## src/rtl/amp_regler_agc_pkg.sv

```systemverilog
// Shared types and helpers for the adaptive I/Q amplitude controller.
package amp_regler_agc_pkg;

  typedef enum logic [1:0] {
    ST_ACQUIRE = 2'd0,
    ST_TRACK   = 2'd1,
    ST_HOLD    = 2'd2
  } agc_state_e;

  // Symmetric saturation bounds for a w-bit signed sample; -2**(w-1) is never produced.
  function automatic int sat_pos(input int unsigned w);
    return (1 << (w - 1)) - 1;
  endfunction

  function automatic int sat_neg(input int unsigned w);
    return -((1 << (w - 1)) - 1);
  endfunction

endpackage

```

## src/rtl/amp_regler_agc_mag_est.sv

```systemverilog
// Magnitude approximation (max + min/2) and fixed-length window averager on gained samples.
module amp_regler_agc_mag_est
  import amp_regler_agc_pkg::*;
#(
  parameter int unsigned W        = 8,
  parameter int unsigned LOG2_WIN = 4
) (
  input  logic                clk,
  input  logic                rst,
  input  logic                i_clr,
  input  logic                i_valid,
  input  logic signed [W-1:0] i_real,
  input  logic signed [W-1:0] i_imag,
  output logic [W:0]          o_avg,
  output logic                o_win_done
);

  localparam int unsigned AW = W + 1 + LOG2_WIN;

  logic [W-1:0]        w_abs_re;
  logic [W-1:0]        w_abs_im;
  logic [W-1:0]        w_max;
  logic [W-1:0]        w_min;
  logic [W:0]          w_mag;
  logic [AW-1:0]       w_sum;
  logic [AW-1:0]       r_acc;
  logic [LOG2_WIN-1:0] r_cnt;
  logic [W:0]          r_avg;
  logic                r_win_done;

  assign w_abs_re = i_real[W-1] ? W'(-i_real) : W'(i_real);
  assign w_abs_im = i_imag[W-1] ? W'(-i_imag) : W'(i_imag);
  assign w_max    = (w_abs_re >= w_abs_im) ? w_abs_re : w_abs_im;
  assign w_min    = (w_abs_re >= w_abs_im) ? w_abs_im : w_abs_re;
  assign w_mag    = {1'b0, w_max} + (W+1)'(w_min >> 1);
  assign w_sum    = r_acc + AW'(w_mag);

  // Window closes on the 2**LOG2_WIN-th valid sample; the sample itself is included.
  always_ff @(posedge clk or negedge rst) begin
    if (!rst) begin
      r_acc      <= '0;
      r_cnt      <= '0;
      r_avg      <= '0;
      r_win_done <= 1'b0;
    end else if (i_clr) begin
      r_acc      <= '0;
      r_cnt      <= '0;
      r_win_done <= 1'b0;
    end else begin
      r_win_done <= 1'b0;
      if (i_valid) begin
        if (r_cnt == '1) begin
          r_acc      <= '0;
          r_cnt      <= '0;
          r_avg      <= (W+1)'(w_sum >> LOG2_WIN);
          r_win_done <= 1'b1;
        end else begin
          r_acc <= w_sum;
          r_cnt <= r_cnt + LOG2_WIN'(1);
        end
      end
    end
  end

  assign o_avg      = r_avg;
  assign o_win_done = r_win_done;

endmodule

```

## src/rtl/amp_regler_agc.sv

```systemverilog
// Adaptive-gain I/Q amplitude controller: 2-stage scaling pipeline, gain loop FSM and lock detect.
module amp_regler_agc
  import amp_regler_agc_pkg::*;
#(
  parameter int unsigned W          = 8,
  parameter int unsigned GW         = 12,
  parameter int unsigned FRAC       = 8,
  parameter int unsigned LOG2_WIN   = 4,
  parameter int unsigned GAIN_INIT  = 256,
  parameter int unsigned GAIN_MIN   = 16,
  parameter int unsigned GAIN_MAX   = 4095,
  parameter int unsigned SHIFT_FAST = 1,
  parameter int unsigned SHIFT_SLOW = 4,
  parameter int unsigned LOCK_TOL   = 2,
  parameter int unsigned LOCK_WIN   = 4,
  parameter int unsigned UNLOCK_TOL = 16
) (
  input  logic                clk,
  input  logic                rst,
  input  logic signed [W-1:0] real_i,
  input  logic signed [W-1:0] imag_i,
  input  logic                valid_i,
  input  logic [W-1:0]        target_i,
  input  logic                freeze_i,
  input  logic                gain_load_i,
  input  logic [GW-1:0]       gain_val_i,
  output logic signed [W-1:0] real_o,
  output logic signed [W-1:0] imag_o,
  output logic                valid_o,
  output logic [GW-1:0]       gain_o,
  output logic                lock_o
);

  localparam int unsigned PW  = W + GW + 1;
  localparam int unsigned YW  = PW - FRAC;
  localparam int unsigned SW  = ((GW > W + 2) ? GW : W + 2) + 2;
  localparam int unsigned LCW = $clog2(LOCK_WIN + 1);

  localparam logic signed [PW-1:0] C_ROUND  = PW'(2 ** (FRAC - 1));
  localparam logic signed [YW-1:0] C_YMAX   = YW'(sat_pos(W));
  localparam logic signed [YW-1:0] C_YMIN   = YW'(sat_neg(W));
  localparam logic signed [SW-1:0] C_GMIN_S = SW'(GAIN_MIN);
  localparam logic signed [SW-1:0] C_GMAX_S = SW'(GAIN_MAX);
  localparam logic [GW-1:0]        C_GMIN   = GW'(GAIN_MIN);
  localparam logic [GW-1:0]        C_GMAX   = GW'(GAIN_MAX);
  localparam logic [GW-1:0]        C_GINIT  = GW'(GAIN_INIT);
  localparam logic [W+1:0]         C_LTOL   = (W+2)'(LOCK_TOL);
  localparam logic [W+1:0]         C_UTOL   = (W+2)'(UNLOCK_TOL);

  agc_state_e         r_state;
  logic [GW-1:0]      r_gain;
  logic               r_lock;
  logic [LCW-1:0]     r_lock_cnt;

  logic signed [PW-1:0] r_p_re;
  logic signed [PW-1:0] r_p_im;
  logic                 r_v1;
  logic signed [W-1:0]  r_re;
  logic signed [W-1:0]  r_im;
  logic                 r_v2;

  logic signed [GW:0]   w_gain_s;
  logic signed [PW-1:0] w_prod_re;
  logic signed [PW-1:0] w_prod_im;
  logic signed [PW-1:0] w_rnd_re;
  logic signed [PW-1:0] w_rnd_im;
  logic signed [YW-1:0] w_y_re;
  logic signed [YW-1:0] w_y_im;

  logic [W:0]           w_avg;
  logic                 w_win_done;
  logic                 w_mag_clr;
  logic signed [W+1:0]  w_err;
  logic signed [W+1:0]  w_step;
  logic [W+1:0]         w_err_abs;
  logic                 w_in_tol;
  logic                 w_out_tol;
  logic signed [SW-1:0] w_gain_sum;
  logic [GW-1:0]        w_gain_upd;
  logic [GW-1:0]        w_gain_load;

  function automatic logic signed [W-1:0] sat_y(input logic signed [YW-1:0] y);
    if (y > C_YMAX) begin
      return W'(C_YMAX);
    end else if (y < C_YMIN) begin
      return W'(C_YMIN);
    end else begin
      return W'(y);
    end
  endfunction

  // Stage 1 multiplies by the gain register as it stands, so an update is seen by the next sample.
  assign w_gain_s  = $signed({1'b0, r_gain});
  assign w_prod_re = PW'(real_i) * PW'(w_gain_s);
  assign w_prod_im = PW'(imag_i) * PW'(w_gain_s);
  assign w_rnd_re  = r_p_re + C_ROUND;
  assign w_rnd_im  = r_p_im + C_ROUND;
  assign w_y_re    = YW'(w_rnd_re >>> FRAC);
  assign w_y_im    = YW'(w_rnd_im >>> FRAC);

  always_ff @(posedge clk or negedge rst) begin
    if (!rst) begin
      r_p_re <= '0;
      r_p_im <= '0;
      r_v1   <= 1'b0;
      r_re   <= '0;
      r_im   <= '0;
      r_v2   <= 1'b0;
    end else begin
      r_p_re <= w_prod_re;
      r_p_im <= w_prod_im;
      r_v1   <= valid_i;
      r_re   <= sat_y(w_y_re);
      r_im   <= sat_y(w_y_im);
      r_v2   <= r_v1;
    end
  end

  // Window contents are discarded whenever the loop is frozen or reloaded.
  assign w_mag_clr = gain_load_i | freeze_i | (r_state == ST_HOLD);

  amp_regler_agc_mag_est #(
    .W        (W),
    .LOG2_WIN (LOG2_WIN)
  ) u_mag_est (
    .clk        (clk),
    .rst        (rst),
    .i_clr      (w_mag_clr),
    .i_valid    (r_v2),
    .i_real     (r_re),
    .i_imag     (r_im),
    .o_avg      (w_avg),
    .o_win_done (w_win_done)
  );

  assign w_err      = $signed({2'b00, target_i}) - $signed({1'b0, w_avg});
  assign w_err_abs  = w_err[W+1] ? (W+2)'(-w_err) : (W+2)'(w_err);
  assign w_in_tol   = (w_err_abs <= C_LTOL);
  assign w_out_tol  = (w_err_abs > C_UTOL);
  assign w_step     = (r_state == ST_TRACK) ? (w_err >>> SHIFT_SLOW) : (w_err >>> SHIFT_FAST);
  assign w_gain_sum = SW'($signed({2'b00, r_gain})) + SW'(w_step);

  always_comb begin
    w_gain_upd  = GW'(w_gain_sum);
    w_gain_load = gain_val_i;
    if (w_gain_sum < C_GMIN_S) begin
      w_gain_upd = C_GMIN;
    end else if (w_gain_sum > C_GMAX_S) begin
      w_gain_upd = C_GMAX;
    end
    if (gain_val_i < C_GMIN) begin
      w_gain_load = C_GMIN;
    end else if (gain_val_i > C_GMAX) begin
      w_gain_load = C_GMAX;
    end
  end

  // Loop FSM: preload beats freeze, freeze beats a pending window update.
  always_ff @(posedge clk or negedge rst) begin
    if (!rst) begin
      r_state    <= ST_ACQUIRE;
      r_gain     <= C_GINIT;
      r_lock     <= 1'b0;
      r_lock_cnt <= '0;
    end else if (gain_load_i) begin
      r_gain     <= w_gain_load;
      r_lock     <= 1'b0;
      r_lock_cnt <= '0;
      r_state    <= freeze_i ? ST_HOLD : ST_ACQUIRE;
    end else if (freeze_i) begin
      r_state <= ST_HOLD;
    end else begin
      case (r_state)
        ST_HOLD: begin
          r_state <= r_lock ? ST_TRACK : ST_ACQUIRE;
        end
        ST_ACQUIRE: begin
          if (w_win_done) begin
            r_gain <= w_gain_upd;
            if (!w_in_tol) begin
              r_lock_cnt <= '0;
            end else if (r_lock_cnt == LCW'(LOCK_WIN - 1)) begin
              r_lock_cnt <= '0;
              r_lock     <= 1'b1;
              r_state    <= ST_TRACK;
            end else begin
              r_lock_cnt <= r_lock_cnt + LCW'(1);
            end
          end
        end
        ST_TRACK: begin
          if (w_win_done) begin
            r_gain <= w_gain_upd;
            if (w_out_tol) begin
              r_lock     <= 1'b0;
              r_lock_cnt <= '0;
              r_state    <= ST_ACQUIRE;
            end
          end
        end
        default: begin
          r_state <= ST_ACQUIRE;
        end
      endcase
    end
  end

  assign real_o  = r_re;
  assign imag_o  = r_im;
  assign valid_o = r_v2;
  assign gain_o  = r_gain;
  assign lock_o  = r_lock;

endmodule

```

## config.mk

```make
export PLATFORM = sky130hd
export DESIGN_NAME = amp_regler_agc
export DESIGN_NICKNAME = d
export VERILOG_FILES = /design/src/rtl/amp_regler_agc_pkg.sv /design/src/rtl/amp_regler_agc_mag_est.sv /design/src/rtl/amp_regler_agc.sv
export SDC_FILE = /design/constraint.sdc
export NUM_CORES = 1
export LEC_CHECK = 0
export BUFFER_PORTS_ARGS = -buffer_cell sky130_fd_sc_hd__buf_2
export CAP_MARGIN = 20
export CORE_MARGIN = 2
export CORE_UTILIZATION = 65
export CTS_CLUSTER_DIAMETER = 40
export DETAILED_ROUTE_END_ITERATION = 7
export GPL_ROUTABILITY_DRIVEN = 0
export HOLD_SLACK_MARGIN = 0.03
export PLACE_DENSITY = 0.84
export SYNTH_ARGS = -nofsm -noshare
export SYNTH_HDL_FRONTEND = slang
export SYNTH_SLANG_ARGS = --single-unit
```

## constraint.sdc

```tcl
create_clock -name clk -period 15.7 [get_ports clk]
set_input_delay 0.785 -clock clk [delete_from_list [all_inputs] [get_ports clk]]
set_output_delay 0.785 -clock clk [all_outputs]
set_load 0.02 [all_outputs]
```

Yosys cells after proc, flatten, opt, wreduce, memory -nomap -nowiden
Index checks and enable logic that the tools add are counted.
- register bits: 105
- word-level logic and storage cells: 120
- input bits: 41
- output and inout port bits: 30
- muxes and demuxes: 53
- bitwise operators: 3
- reduce and logical (&&, ||, !) cells: 11
- multipliers: 2
- equality and inequality tests: 15
- add/subtract/negate cells: 11
- magnitude comparators: 11
- operator list (kind ; number):
    12-bit 2-to-1 mux ; 8
    8-bit 2-to-1 mux ; 9
    21-bit by 9-bit adder with 21-bit output, second input constant ; 2
    8-bit by 13-bit multiplier with 21-bit output ; 2
    13-bit 2-to-1 mux ; 3
    13-bit by 8-bit > comparator with 1-bit output, second input constant ; 2
    13-bit by 8-bit < comparator with 1-bit output, second input constant ; 2
    3-bit 2-to-1 mux ; 7
    2-bit 2-to-1 mux ; 8
    8-bit negator ; 2
    13-bit by 9-bit adder with 14-bit output ; 1
    14-bit by 13-bit > comparator with 1-bit output, second input constant ; 1
    14-bit by 6-bit < comparator with 1-bit output, second input constant ; 1
    13-bit by 9-bit adder with 13-bit output ; 1
    12-bit > comparator, second input constant ; 1
    12-bit by 5-bit < comparator with 1-bit output, second input constant ; 1
    4-bit 2-to-1 mux ; 3
    4-bit != test, second input constant ; 3
    1-bit 2-to-1 mux ; 11
    10-bit by 5-bit > comparator with 1-bit output, second input constant ; 1
    10-bit by 2-bit less-or-equal comparator with 1-bit output, second input constant ; 1
    10-bit 2-to-1 mux ; 1
    10-bit negator ; 1
    5-bit AND reduction ; 2
    24 further kinds ; 32

Logic depth before layout (Yosys ltp)
Gate-level depths: netlist of the first run.
- word-level depth: 10
- depth in mapped cells: 29
- mapped depth without buffers: 28

By module
Synthesis of the first run repeated with hierarchy kept, for this count alone.
- cells, all modules: 1424
- area, all modules: 12492.0 sq um
- modules (own cells, without submodules) (module ; cells each ; sequential area each (sq um) ; times used ; area each (sq um)):
    amp_regler_agc ; 1159 ; 1602.8 ; 1 ; 10108.4
    amp_regler_agc_mag_est ; 265 ; 675.6 ; 1 ; 2383.5

Worst setup path before layout of the first run
No wires, ideal clock.
- kind: flip-flop to flip-flop
- start point: register r_re[0] (netlist: real_o[0])
- end point: register u_mag_est.r_acc[12]
- clock period less this slack: 5.478 ns
- arrival: 5.395 ns
- cell stages (with the launch flop): 27
- data required time: 15.617 ns
- buffers on the path: 1
- setup time: 0.083 ns
- slack: 10.222 ns
- cell sequence: dfrtp_1 inv_1 ha_1 nand2_1 o21ai_0 ha_1 a21o_1 a21o_1 a21o_1 a21oi_1 nor2b_1 o21ai_0 o2bb2ai_1 buf_2 mux2_1 fa_1 inv_1 ha_1 a21o_1 a21oi_1 o21ai_0 a21oi_1 o21a_1 o21ai_0 nand3_1 or3_1 o21ai_0
- cells in the longest elaborated chain, start to end: 9
- elaborated cells on any way between the ends: 10
- those cells by class: add/sub (3); order compare (1); mux (6)
- RTL lines (what ; RTL line ; source):
    from (decl) ; amp_regler_agc.sv:58 ; logic signed [W-1:0] r_re;
    from (signal assigned) ; amp_regler_agc.sv:113 ; r_re <= sat_y(w_y_re);
    8-bit negator ; amp_regler_agc_mag_est.sv:31 ; assign w_abs_re = i_real[W-1] ? W'(-i_real) : W'(i_real);
    8-bit 2-to-1 mux * ; amp_regler_agc_mag_est.sv:31 ;
    8-bit greater-or-equal comparator ; amp_regler_agc_mag_est.sv:33, amp_regler_agc_mag_est.sv:34 ;
    8-bit 2-to-1 mux (on tied branches) ; amp_regler_agc_mag_est.sv:33, amp_regler_agc_mag_est.sv:34 ;
    8-bit by 7-bit adder with 9-bit output * ; amp_regler_agc_mag_est.sv:35 ; assign w_mag = {1'b0, w_max} + (W+1)'(w_min >> 1);
    13-bit by 9-bit adder with 13-bit output * ; amp_regler_agc_mag_est.sv:36 ; assign w_sum = r_acc + AW'(w_mag);
    13-bit 2-to-1 mux * ; amp_regler_agc_mag_est.sv:52 ; if (r_cnt == '1) begin
    13-bit 2-to-1 mux * ; amp_regler_agc_mag_est.sv:51 ; if (i_valid) begin
    13-bit 2-to-1 mux * ; amp_regler_agc_mag_est.sv:45 ; end else if (i_clr) begin
    to (signal assigned) ; amp_regler_agc_mag_est.sv:58 ; r_acc <= w_sum;
    to (decl) ; amp_regler_agc_mag_est.sv:26 ; logic [AW-1:0] r_acc;
Mark *: on every way between the ends. The rest lies on a longest branch, timed or not. The select of a mux whose other input is x is not followed.
A chain may end at the register's enable or synchronous reset.

Final worst setup path of the first run
- start point: register r_im[0] (netlist: imag_o[0])
- end point: register u_mag_est.r_acc[12]
- cells in the longest elaborated chain, start to end: 9
- elaborated cells on any way between the ends: 10
- those cells by class: add/sub (3); order compare (1); mux (6)
- RTL lines (what ; RTL line ; source):
    from (decl) ; amp_regler_agc.sv:59 ; logic signed [W-1:0] r_im;
    from (signal assigned) ; amp_regler_agc.sv:114 ; r_im <= sat_y(w_y_im);
    8-bit negator ; amp_regler_agc_mag_est.sv:32 ; assign w_abs_im = i_imag[W-1] ? W'(-i_imag) : W'(i_imag);
    8-bit 2-to-1 mux * ; amp_regler_agc_mag_est.sv:32 ;
    8-bit greater-or-equal comparator ; amp_regler_agc_mag_est.sv:33, amp_regler_agc_mag_est.sv:34 ;
    8-bit 2-to-1 mux (on tied branches) ; amp_regler_agc_mag_est.sv:33, amp_regler_agc_mag_est.sv:34 ;
    8-bit by 7-bit adder with 9-bit output * ; amp_regler_agc_mag_est.sv:35 ;
    13-bit by 9-bit adder with 13-bit output * ; amp_regler_agc_mag_est.sv:36 ;
    13-bit 2-to-1 mux * ; amp_regler_agc_mag_est.sv:52 ;
    13-bit 2-to-1 mux * ; amp_regler_agc_mag_est.sv:51 ;
    13-bit 2-to-1 mux * ; amp_regler_agc_mag_est.sv:45 ;
Marks and branches as above.

==> flow_summary.toml, run 1 <==
[cts]
postCtsSetupBuffers = 0
clock_path_buffers = 2
post_cts_resized = 0
cts_sinks = 91
hold_buffers = 0
clkLatencyLatePin_ps = 350
htreeDepth = 3
clk_pin_slew_ps = 70
clock-root-buffer = "clkbuf_16"
cts_tree = "done"
numCtsBuffers = 9

[worst_setup_path]
worst_setup_path_start_kind = "register"
criticalPathCategory = "reg -> reg"
crit_top_cell = "o21ai_0"
cp_num_buf_inv = 4
r2r_setup_slack_ps = 9840
reg2regPathDepth = 27
critical-path-top-delay-family = "compound AO/OA/AOI/OAI gates"
cp.depth = 27
crit_slowest_cell = "fa_1"
cp-end-kind = "register"
r2r_start = "imag_o[0]$_DFF_PN0_"
cp.required_ps = 15960
cp_max_fo = 15
reg2reg_to = "u_mag_est.r_acc[12]$_DFFE_PN0P_"
crit_arrival_ps = 6120
slowest_delay_ps = 570

[die]
dieArea_um2 = 20300
start_util_pct = 66.5
fp.dieW_um = 143
fp.dieH_um = 143
io-pin-count = 71
fp.coreArea_um2 = 18800
rows = 50

[route]
ant_nets = 0
routed_wl_um = 28300
wl_per_cell_um = 16.6
initialDrtViolationCount = 594
drcViolationCount = 0
dr.pass1.iters = 7
vias = 10100
via_per_inst = 5.93

[synthesis]
postSynthNetCount = 1732
synthArstFlopShare_pct = 100
ys_ff_latch = 91
synth_area_leaders = "fa_1 (21%), dfrtp_1 (18%), ha_1 (15%)"
syn_avg_cell_area_um2 = 8.80
synth_edf_count = 0
yosys_warnings = 0
synth_top_cell_by_area = "fa_1"
synthDistinctLibCells = 81
synthCells = 1418
synth_ff_type = "dfrtp_1"
yosysSeqAreaShare_pct = 18.3
synth_area_um2 = 12500
synth_top_area_share_pct = 20.5

[sta]
setup_viol = 0
worst_pin_slew_ps = 944
setup_tns_ps = 0
relSlewSlack_pct = 36.8
max_freq_mhz = 171
period_needed_ps = 5860
rsz0062_at_grt = "false"
final.setup_skew_ps = 7.01
period_share_pct = 37.3
drv_slew = 0
finalHoldViolations = 0

[grt]
grt_antenna_before_repair = 0
grt_overflow = 0
grt_use_total_pct = 28.8
grt_pass1_vias = 10100
grt_max_degree = 61
grt_pass1_wl_um = 46900

[place]
dpl.hpwl_um = 21600
io_buffers = 70

[cells_and_area]
drive_gt1_share_pct = 8.81
finish.net_count = 1774
antenna_cells = 0
n_fill_cell = 1382
synthToLayoutAreaGrowth_pct = 6.50

[outcome]
status = "complete, no violations"

[power_and_ir_drop]
power.share.switching_pct = 49.1
p_leak_nw = 6.70
clkPwrFrac_pct = 9.7
intPower_mw = 1.13
power_frac_comb_pct = 72.6
p_seq_share_pct = 17.8
powerDensity_nw_per_um2 = 167
p_sw_mw = 1.09
finalPower_mw = 2.22
vdd_drop_max_uv = 178

[min_path]
hold_path_class = "in -> async"

[job]
drv_cap = 0
-- synthesized netlist by cell type (all sizes together), types with 15 or more instances --
cell and instances:
a21oi 45, and2 99, and3 16, clkbuf 37
dfrtp 90, fa 128, ha 145, inv 215
mux2 15, nand2 126, nand2b 28, nand3 32
nor2 77, nor2b 16, nor3 19, o21ai 79
xnor2 38, xor2 30
-- stage by stage --
stage	cells	hold WS (ps)	setup slack, ps	instance area [µm²]	util [%]
after floorplan	1418	331	10220	12500	-
after global placement	1683	344	10090	13000	69.2
after detailed placement	1683	337	9940	13000	69.2
after CTS	1699	363	9870	13300	70.8
after global routing	1699	366	9370	13300	70.8
final	1699	359	9840	13300	70.8
-- how the worst max path moves through the flow --
stage | slack, ps | end | startpoint
floorplan | 10220 | u_mag_est.r_acc[12]$_DFFE_PN0P_ | real_o[0]$_DFF_PN0_
detailed placement | 9940 | u_mag_est.r_acc[12]$_DFFE_PN0P_ | imag_o[0]$_DFF_PN0_
CTS | 9870 | u_mag_est.r_acc[12]$_DFFE_PN0P_ | imag_o[0]$_DFF_PN0_
global placement | 10090 | u_mag_est.r_acc[12]$_DFFE_PN0P_ | imag_o[0]$_DFF_PN0_
global route | 9370 | u_mag_est.o_avg[7]$_DFFE_PN0P_ | imag_o[0]$_DFF_PN0_
finish | 9840 | u_mag_est.r_acc[12]$_DFFE_PN0P_ | imag_o[0]$_DFF_PN0_
-- sequential cells by signal, indices dropped and copies added (netlist names) --
name,cells
u_mag_est.r_cnt,4
imag_o,8
r_p_re,14
real_o,8
lock_o,1
r_state,2
gain_o,12
r_v1,1
r_p_im,14
u_mag_est.o_win_done,1
u_mag_est.o_avg,9
valid_o,1
u_mag_est.r_acc,13
r_lock_cnt,3
-- kinds of logic (layout without fill, tap and decap cells) --
| kind of cell | Yosys count | after routing | synth area share, % |
|---|---|---|---|
| xor+xnor | 68 | 68 | 4.83 |
| mux | 27 | 27 | 2.32 |
| simple gates | 460 | 460 | 18.9 |
| fa+ha+maj | 273 | 273 | 35.1 |
| buf+inv | 260 | 307 | 7.88 |
| compound gates | 239 | 239 | 12.8 |
| flops | 91 | 91 | 18.3 |
-- worst reg2reg max path, cell delays in order (launching register included) --
cell and delay (ps):
dfrtp_1 450, inv_1 70, ha_1 270, nand2_1 40
o21ai_0 170, inv_1 80, ha_1 280, a21o_1 170
a21o_1 170, a21o_1 160, a21oi_1 140, nor2b_1 60
o21ai_0 130, o2bb2ai_1 130, buf_4 250, mux2_1 380
fa_1 570, inv_1 60, ha_1 270, a21o_1 130
a21oi_1 110, o21ai_0 200, a21oi_1 130, o21a_1 200
o21ai_0 460, nand3_1 220, or3_1 380, o21ai_0 80
-- power groups by stage --
stage / clock, mW / sequential, mW / combinational [mW]
2_1_floorplan: 0 / 0.393 / 1.20
3_3_place_gp: 0 / 0.392 / 1.50
3_5_place_dp: 0 / 0.395 / 1.57
4_1_cts: 0.217 / 0.392 / 1.60
5_1_grt: 0.227 / 0.402 / 1.82
6_report: 0.215 / 0.394 / 1.61
-- layout by cell type, fill, tap and decap left out, types with 7 or more instances in the layout --
master / instances
buf_2: 69
xor2_1: 29
a211oi_1: 7
nor3_1: 18
a31oi_1: 7
mux2i_1: 12
nand2_1: 124
a22o_1: 7
nand3_1: 32
a22oi_1: 12
clkbuf_16: 9
fa_1: 128
inv_1: 215
ha_1: 145
or3_1: 10
and2_1: 99
dfrtp_1: 90
nand4_1: 13
o31ai_1: 7
mux2_2: 11
o21ai_0: 76
nor2_1: 77
xnor2_1: 38
nor2b_1: 16
a21oi_1: 43
o21a_1: 10
nand2b_1: 28
a21o_1: 9
and3_1: 15
-- cell type report --
type,instances,area [µm²],area share [%]
Clock buffer,12,256,1.93
Clock inverter,4,37.5,0.282
Timing Repair Buffer,75,390,2.94
Multi-Input combinational cell,1067,9220,69.4
Sequential cell,91,2280,17.1
Inverter,216,812,6.11
Tap cell,234,293,2.20
-- metal layers --
layer / vias to the layer above / part of all wire [%] / GRT usage [%] / wire (µm)
met5: - / 0 / 0 / 0
met4: 0 / 2.4 / 8.44 / 686
met3: 55 / 5.7 / 3.10 / 1620
met2: 350 / 48 / 49.3 / 13600
met1: 4897 / 44 / 38.8 / 12300
li1: 4772 / - / - / -
Note: power is estimated with default switching activity, not from simulation.
==> run 2: changes to the inputs <==
Settings changed: CORE_UTILIZATION 65 to 58, PLACE_DENSITY 0.84 to 0.79.
Clock period 15.7 ns to 5.31 ns, I/O delays scaled along.
==> run 2 against run 1 <==
  * Worst hold slack worse by 260 ps
  * Power increased to 3.2 times the previous value
  * Register-to-register slack worse by 9600 ps
  * Design area increased by 4.3%
  * Largest cell class unchanged
  * Clock power grew to 3.2 times the previous value
  * Cell count increased by 5.1%
  * Maximum frequency rose by 14%
  * Wire length increased by 2.5%
  * Core utilization is 5.1 points lower
  * Critical path type unchanged
  * Clock skew rose by 2.9 ps
==> flow_summary.toml, run 2 (synthesized netlist as in run 1, its figures left out) <==
[cts]
clk_pin_slew_ps = 70
htreeDepth = 3
cts_sinks = 91
clock_path_buffers = 2
clock-root-buffer = "clkbuf_16"
clkLatencyLatePin_ps = 350
numCtsBuffers = 9
cts_tree = "done"

[cells_and_area]
drive_gt1_share_pct = 13.2
final_cell_mix = "inv_1 (214), ha_1 (144), fa_1 (127), nand2_1 (124), and2_1 (99)"
n_fill_cell = 1702
antenna_cells = 0
final_common_cell = "inv_1"
finish.net_count = 1820
final_cell_area_um2 = 13900
top_regs = "r_p_im x14, r_p_re x14, u_mag_est.r_acc x13"
synthToLayoutAreaGrowth_pct = 11.0

[sta]
setup_tns_ps = 0
finalHoldViolations = 0
worst_pin_slew_ps = 979
period_needed_ps = 5120
hold_slack_ps = 101
final.setup_skew_ps = 9.91
period_share_pct = 96.4
drv_slew = 0
setup_viol = 0
max_freq_mhz = 195
setup_slack_ps = 190
relSlewSlack_pct = 34.5

[route]
initialDrtViolationCount = 456
ant_nets = 0
wl_per_cell_um = 16.2
routed_wl_um = 29000
drcViolationCount = 0
dr.pass1.iters = 5
via_per_inst = 5.74
vias = 10300

[power_and_ir_drop]
p_leak_nw = 6.95
powerDensity_nw_per_um2 = 519
vdd_drop_max_uv = 589

[job]
drv_cap = 0

[die]
dieArea_um2 = 22700
rows = 53
fp.dieH_um = 151
io-pin-count = 71
start_util_pct = 59.2
fp.dieW_um = 151
fp.coreArea_um2 = 21100

[grt]
grt_pass1_wl_um = 48200
grt_use_total_pct = 26.5
grt_max_degree = 59
grt_antenna_before_repair = 0
grt_overflow = 0
grt_pass1_vias = 10100

[outcome]
status = "complete, no violations"

[place]
dpl.hpwl_um = 22900
pre_cts_ws_ps = -90.7
place_area_um2 = 13300
io_buffers = 70

[worst_setup_path]
criticalPathCategory = "reg -> reg"
cp.required_ps = 5550
worst_setup_path_start_kind = "register"
cp-end-kind = "register"
crit_arrival_ps = 5350
reg2regPathDepth = 26
cp_max_fo = 7

[min_path]
hold_path_class = "in -> reg"
hold_path_depth = 1
[run 2: final timing paths]
kind | from | endpoint | slack [ps]
min reg2reg | r_v1$_DFF_PN0_ | valid_o$_DFF_PN0_ | 360
min in group asynchronous | rst | u_mag_est.r_acc[0]$_DFFE_PN0P_ | 420
min | freeze_i | r_state[1]$_DFFE_PN0P_ | 100
max in group asynchronous | rst | gain_o[1]$_DFFE_PN0P_ | 3770
max | real_o[0]$_DFF_PN0_ | u_mag_est.r_acc[9]$_DFFE_PN0P_ | 190
max reg2reg | real_o[0]$_DFF_PN0_ | u_mag_est.r_acc[9]$_DFFE_PN0P_ | 190
[run 2: metrics by stage]
stage	power, mW	util, %	std cells
global route	7.89	65.7	1786
global placement	5.78	63.3	1759
CTS	6.79	65.0	1779
finish	7.19	65.7	1786
floorplan	4.73	-	1418
detailed placement	5.99	63.3	1759
[run 2: where the power goes]
| part | leakage, nW | switching [mW] | internal (mW) |
|---|---|---|---|
| registers | 1.10 | 0.231 | 0.916 |
| clock network | 0.159 | 0.290 | 0.399 |
| logic | 5.70 | 2.93 | 2.42 |
| total | 6.95 | 3.46 | 3.73 |
[run 2: cell type report]
| class | count | area, µm² | area share [%] |
|---|---|---|---|
| clock buffers | 11 | 253 | 1.82 |
| clock inverters | 5 | 67.6 | 0.488 |
| inverters | 216 | 812 | 5.86 |
| multi-input cells | 1067 | 9320 | 67.3 |
| flip-flops and latches | 91 | 2280 | 16.5 |
| well taps | 275 | 344 | 2.48 |
| repair buffers | 121 | 773 | 5.58 |
[run 2: layer usage]
metal | vias to the layer above | global-route usage (%) | wire length, µm
met5 | - | 0 | 0
met4 | 0 | 7.20 | 706
met3 | 60 | 2.79 | 1400
met2 | 269 | 46.2 | 14300
met1 | 5062 | 35.3 | 12600
li1 | 4862 | - | -
[run 2: repair_timing]
item	in CTS	in global routing
buffers inserted	2	7
endpoints found under the setup margin	8	23
hold buffers	2	0
resized for setup	5	29
endpoints found under the hold margin	34	0
pin swaps	2	12
[run 2: critical path, cell delays in order, from the launching register on]
cell and delay (ps):
dfrtp_2 420, inv_1 80, ha_1 240, nand2_1 80, o21ai_1 90, ha_1 310, a21o_1 170, a21o_1 200
a21o_1 210, a21oi_2 140, nor2b_1 60, o21ai_1 150, o2bb2ai_2 160, buf_6 170, mux2_2 360, fa_1 480
buf_4 160, fa_2 380, nor2b_1 150, o21ai_2 90, a21boi_2 170, o21ai_2 80, a21oi_2 150, o21ai_1 90
nand2_1 130, o22ai_1 80, a22o_1 240
